File: src/rtl/ps2_paddle_ctrl.sv
// PS/2 set-2 scancode sequencer for Pong: parses make/break/extended prefixes,
// keeps a held-key map, and issues per-frame paddle moves plus pause/start pulses.
module ps2_paddle_ctrl #(
    parameter int unsigned TICK_DIV       = 833333,
    parameter int unsigned PREFIX_TIMEOUT = 50000
) (
    input  logic       inclock,
    input  logic       resetn,
    input  logic       key_valid,
    input  logic [7:0] key_data,
    output logic [5:0] key_held,
    output logic [1:0] p1_move,
    output logic [1:0] p2_move,
    output logic       move_tick,
    output logic       pause_pulse,
    output logic       start_pulse,
    output logic       proto_err
);

    localparam int unsigned TW = (TICK_DIV > 2) ? $clog2(TICK_DIV) : 1;
    localparam int unsigned OW = $clog2(PREFIX_TIMEOUT + 1);

    localparam logic [1:0] ST_IDLE = 2'd0;
    localparam logic [1:0] ST_E0   = 2'd1;
    localparam logic [1:0] ST_F0   = 2'd2;
    localparam logic [1:0] ST_E0F0 = 2'd3;

    logic [1:0]    state;
    logic [TW-1:0] tick_cnt;
    logic [OW-1:0] to_cnt;
    logic          last_dir1;
    logic          last_dir2;

    logic          is_e0;
    logic          is_f0;
    logic          term;
    logic          ext;
    logic          brk;
    logic [5:0]    hit;
    logic [5:0]    make_set;
    logic [5:0]    brk_clr;

    function automatic logic [1:0] move_of(input logic up, input logic dn, input logic ld);
        if (up && dn)
            return ld ? 2'b10 : 2'b01;
        else if (up)
            return 2'b01;
        else if (dn)
            return 2'b10;
        else
            return 2'b00;
    endfunction

    // A terminating byte is any non-prefix byte; its meaning comes from the prefix state.
    always_comb begin
        is_e0    = (key_data == 8'hE0);
        is_f0    = (key_data == 8'hF0);
        term     = key_valid && !is_e0 && !is_f0;
        ext      = (state == ST_E0) || (state == ST_E0F0);
        brk      = (state == ST_F0) || (state == ST_E0F0);
        hit      = '0;
        case ({ext, key_data})
            9'h01D:  hit = 6'b000001;
            9'h01B:  hit = 6'b000010;
            9'h175:  hit = 6'b000100;
            9'h172:  hit = 6'b001000;
            9'h04D:  hit = 6'b010000;
            9'h029:  hit = 6'b100000;
            default: hit = '0;
        endcase
        make_set = (term && !brk) ? (hit & ~key_held) : '0;
        brk_clr  = (term && brk) ? hit : '0;
    end

    always_ff @(posedge inclock) begin
        if (!resetn) begin
            state       <= ST_IDLE;
            tick_cnt    <= '0;
            to_cnt      <= '0;
            last_dir1   <= 1'b0;
            last_dir2   <= 1'b0;
            key_held    <= '0;
            p1_move     <= '0;
            p2_move     <= '0;
            move_tick   <= 1'b0;
            pause_pulse <= 1'b0;
            start_pulse <= 1'b0;
            proto_err   <= 1'b0;
        end else begin
            move_tick <= 1'b0;
            proto_err <= 1'b0;

            // Moves sample the registered held map, so a byte on the same edge is not seen.
            if (tick_cnt == TW'(TICK_DIV - 1)) begin
                tick_cnt  <= '0;
                move_tick <= 1'b1;
                p1_move   <= move_of(key_held[0], key_held[1], last_dir1);
                p2_move   <= move_of(key_held[2], key_held[3], last_dir2);
            end else begin
                tick_cnt <= tick_cnt + 1'b1;
            end

            if (key_valid) begin
                to_cnt <= '0;
                case (state)
                    ST_IDLE: begin
                        if (is_e0)
                            state <= ST_E0;
                        else if (is_f0)
                            state <= ST_F0;
                        else
                            state <= ST_IDLE;
                    end
                    ST_E0: begin
                        if (is_f0) begin
                            state <= ST_E0F0;
                        end else begin
                            state     <= ST_IDLE;
                            proto_err <= is_e0;
                        end
                    end
                    default: begin
                        state     <= ST_IDLE;
                        proto_err <= is_e0 || is_f0;
                    end
                endcase
            end else if (state != ST_IDLE) begin
                if (to_cnt == OW'(PREFIX_TIMEOUT - 1)) begin
                    state     <= ST_IDLE;
                    to_cnt    <= '0;
                    proto_err <= 1'b1;
                end else begin
                    to_cnt <= to_cnt + 1'b1;
                end
            end

            key_held    <= (key_held | make_set) & ~brk_clr;
            pause_pulse <= make_set[4];
            start_pulse <= make_set[5];
            if (make_set[0])
                last_dir1 <= 1'b0;
            else if (make_set[1])
                last_dir1 <= 1'b1;
            if (make_set[2])
                last_dir2 <= 1'b0;
            else if (make_set[3])
                last_dir2 <= 1'b1;
        end
    end

endmodule

File: config.mk
export PLATFORM = sky130hd
export DESIGN_NAME = ps2_paddle_ctrl
export DESIGN_NICKNAME = d
export VERILOG_FILES = /design/src/rtl/ps2_paddle_ctrl.sv
export SDC_FILE = /design/constraint.sdc
export NUM_CORES = 1
export LEC_CHECK = 0
export ABC_CLOCK_PERIOD_IN_PS = 3900
export CORE_MARGIN = 2
export CORE_UTILIZATION = 37
export CTS_CLUSTER_DIAMETER = 50
export DETAILED_ROUTE_END_ITERATION = 8
export PLACE_DENSITY = 0.54
export SYNTH_ARGS = -nofsm -noshare
export SYNTH_HDL_FRONTEND = slang
export SYNTH_SLANG_ARGS = --single-unit
File: constraint.sdc
create_clock -name inclock -period 3.9 [get_ports inclock]
set_input_delay 0.78 -clock inclock [delete_from_list [all_inputs] [get_ports inclock]]
set_output_delay 0.78 -clock inclock [all_outputs]
set_load 0.02 [all_outputs]
==> key figures <==
Run status
  – Status: complete, no violations

Die
  – Row Count: 30
  – Die Span X: 87.89 µm
  – I/O pin cnt: 25
  – Starting Density: 0.3832
  – DIE AREA: 7724 µm²
  – CORE AREA: 6794 µm²
  – Die Span Y: 87.89 µm

Yosys
  – Cell Area, Synth: 2604 µm²
  – Top post-synthesis cells by area: dfxtp_1 42%, xnor2_1 8.1%, nor2_1 6.1%, nand4_1 3.4%, nor4_1 2.9%
  – Syn Inst Count: 291
  – Syn_area_per_cell: 8.948 µm²
  – Syn nets: 305
  – Synth warn: 0
  – Post-synth top area cell: dfxtp_1
  – Synth Register Bits: 54
  – Post-synth top area share: 0.4152
  – Fraction of registers with async set/reset: 0
  – Main synth FF type: dfxtp_1
  – Synth unique cells: 52
  – Number of enable flip-flop cells after synthesis: 0
  – Register area share after synthesis: 0.4152

Worst setup path
  – CP Data Arrival Time: 2580 ps
  – CP max FO: 7
  – Startpoint Class: input port
  – Critical path data required time: 4140 ps
  – Crit Path Category: input port to flip-flop
  – Reg2Reg Setup Slack: 1910 ps
  – Worst Setup End Kind: flip-flop

Pwr
  – Worst vdd ir: 0.0001478 V
  – Design Power: 982.4 µW
  – PwrDens: 323.3 nW/µm²
  – Leakage power: 0.0009532 µW

Route
  – DRC: 0
  – Initial DRT Pass Iterations: 4
  – Overall routed net length: 5.332 mm
  – DR iter-0 viols: 93
  – Via Count: 2160
  – Drt wl/cell: 12.94 µm
  – Vias/cell: 5.243
  – Post-DRT Antenna Nets: 0

STA
  – Worst rel slew slack: 0.5296
  – Tcrit/Tclk final: 0.6015
  – Setup repair after global routing missed its margin: false
  – Final WS setup: 1554 ps
  – Setup violators final: 0
  – Final Hold Vio Count: 0
  – F_max: 0.4263 GHz
  – Worst slew pin tran: 703.5 ps
  – Setup_tns: 0 ps
  – Worst Skew: 9.655 ps
  – Crit path time final: 2346 ps
  – Final Slew Violations: 0

Global route
  – Largest net degree at the start of global routing: 20
  – Vias in the first global route: 1975
  – Grt ovf: 0
  – Busiest grt layer: met2
  – M2 GR Usage: 0.2328
  – Met1 Usage GRT: 0.2005
  – First-pass GRT wire length: 9.087 mm
  – Initial antenna violation count: 0
  – Global Route Usage Sum: 0.1475
  – Met3 Use GR: 0.02828

Placed design
  – Pre-CTS WS: 1248 ps
  – DP Wirelength: 3.872 mm
  – Routability cong.: 0.7615
  – # port buffers: 24

Clock tree
  – # Post-CTS Setup Buffers: 0
  – CTS tree: built
  – Clk pin slew, worst setup/hold paths: 100 ps
  – Clock sink count: 54
  – Clk root buf: clkbuf_8
  – CTS resizes: 0
  – CTS buffer count: 5
  – Hold buffer count at CTS: 0
  – H-tree levels: 2
  – CTS max path bufs: 2
  – Skew-Pair Late Insertion Delay: 300 ps

Cells and area
  – # diodes: 0
  – Commonest non-fill, non-tap cell in the layout: dfxtp_1
  – Final net count: 329
  – Most frequent cells in the layout: 54 x dfxtp_1, 42 x nor2_1, 24 x xnor2_1, 24 x clkdlybuf4s50_1, 15 x inv_1
  – Area Growth Syn to Fin: 16.72%
  – Layout cells sized above 1: 0.06329

Worst hold path
  – Hold crit path type: flip-flop to flip-flop

Job
  – Number of max-cap violations: 0
metal layers:
metal,vias up,share of wire
li1,1101,-
met1,1018,0.51
met2,37,0.44
met3,4,0.032
met4,0,0.012
met5,-,0
synthesized netlist by cell type (all sizes together) (3+ instances only):
cell type  instances
xor2               5
nand4             15
nor3               9
nor4              13
nor4b              4
nor2b              3
nand2             10
clkbuf             3
buf                4
nand4b             3
xnor2             24
a21oi             11
o21ai             15
nor2              42
mux2i              3
ha                 3
inv               15
nand3b             3
or3                7
dfxtp             54
or4                3
nand3             11
o2111ai            4
layout make-up:
type / count / area (µm²)
fill: 665 / 3755
multi-input combinational: 215 / 1429
sequential: 54 / 1081
timing repair buffer: 24 / 240.2
tap: 96 / 120.1
clock buffer: 5 / 68.82
inverter: 15 / 56.30
clock inverter: 3 / 43.79
stage by stage:
step,hold WS (ps),util,area [µm²],cells
floorplan,449.4,-,2604,291
global placement,442.9,0.4308,2927,404
detailed placement,443.9,0.4308,2927,404
CTS,459.1,0.4473,3039,412
global route,482.8,0.4473,3039,412
finish,449.7,0.4473,3039,412
worst max-delay path, stage by stage:
cell and delay, ps:
clkdlybuf4s50_1 500, or4b_1 600, o21ai_1 390, o21ai_0 160, a21oi_1 150
path summary, 6_finish.rpt:
| kind | cells past startpoint | endpoint | startpoint |
|---|---|---|---|
| worst min register to register | 1 | pause_pulse | key_held[4] |
| worst min-delay path | 1 | pause_pulse | key_held[4] |
| worst max-delay path | 5 | key_held[1] | key_data[0] |
| worst max register to register | 4 | tick_cnt[19] | tick_cnt[5] |
registers in the layout, summed over array words and instances, names as in the netlist:
register     count
p1_move          2
move_tick        1
key_held         6
state            2
p2_move          2
pause_pulse      1
last_dir1        1
proto_err        1
last_dir2        1
to_cnt          16
start_pulse      1
tick_cnt        20
power by group:
part	switching (µW)	total [µW]	internal, µW	leakage, µW
Sequential	4.58	558	554	0.000435
Clock	188	381	193	0.0000585
Combinational	24.8	43.3	18.4	0.000459
Total	217	982	765	0.000953
cell families (layout without fill, tap and decap cells):
kind of cell | Yosys count | count (layout) | synth area share
and+or+nand+nor | 138 | 138 | 0.3181
xor gates and xnor gates | 29 | 29 | 0.09755
muxes | 3 | 3 | 0.01153
DFF | 54 | 54 | 0.4152
buffers and inverters | 22 | 47 | 0.03604
AOI/OAI and AO/OA | 42 | 42 | 0.1072
adders and majority gates | 3 | 3 | 0.01442
Note: power is estimated with default switching activity, not from simulation.
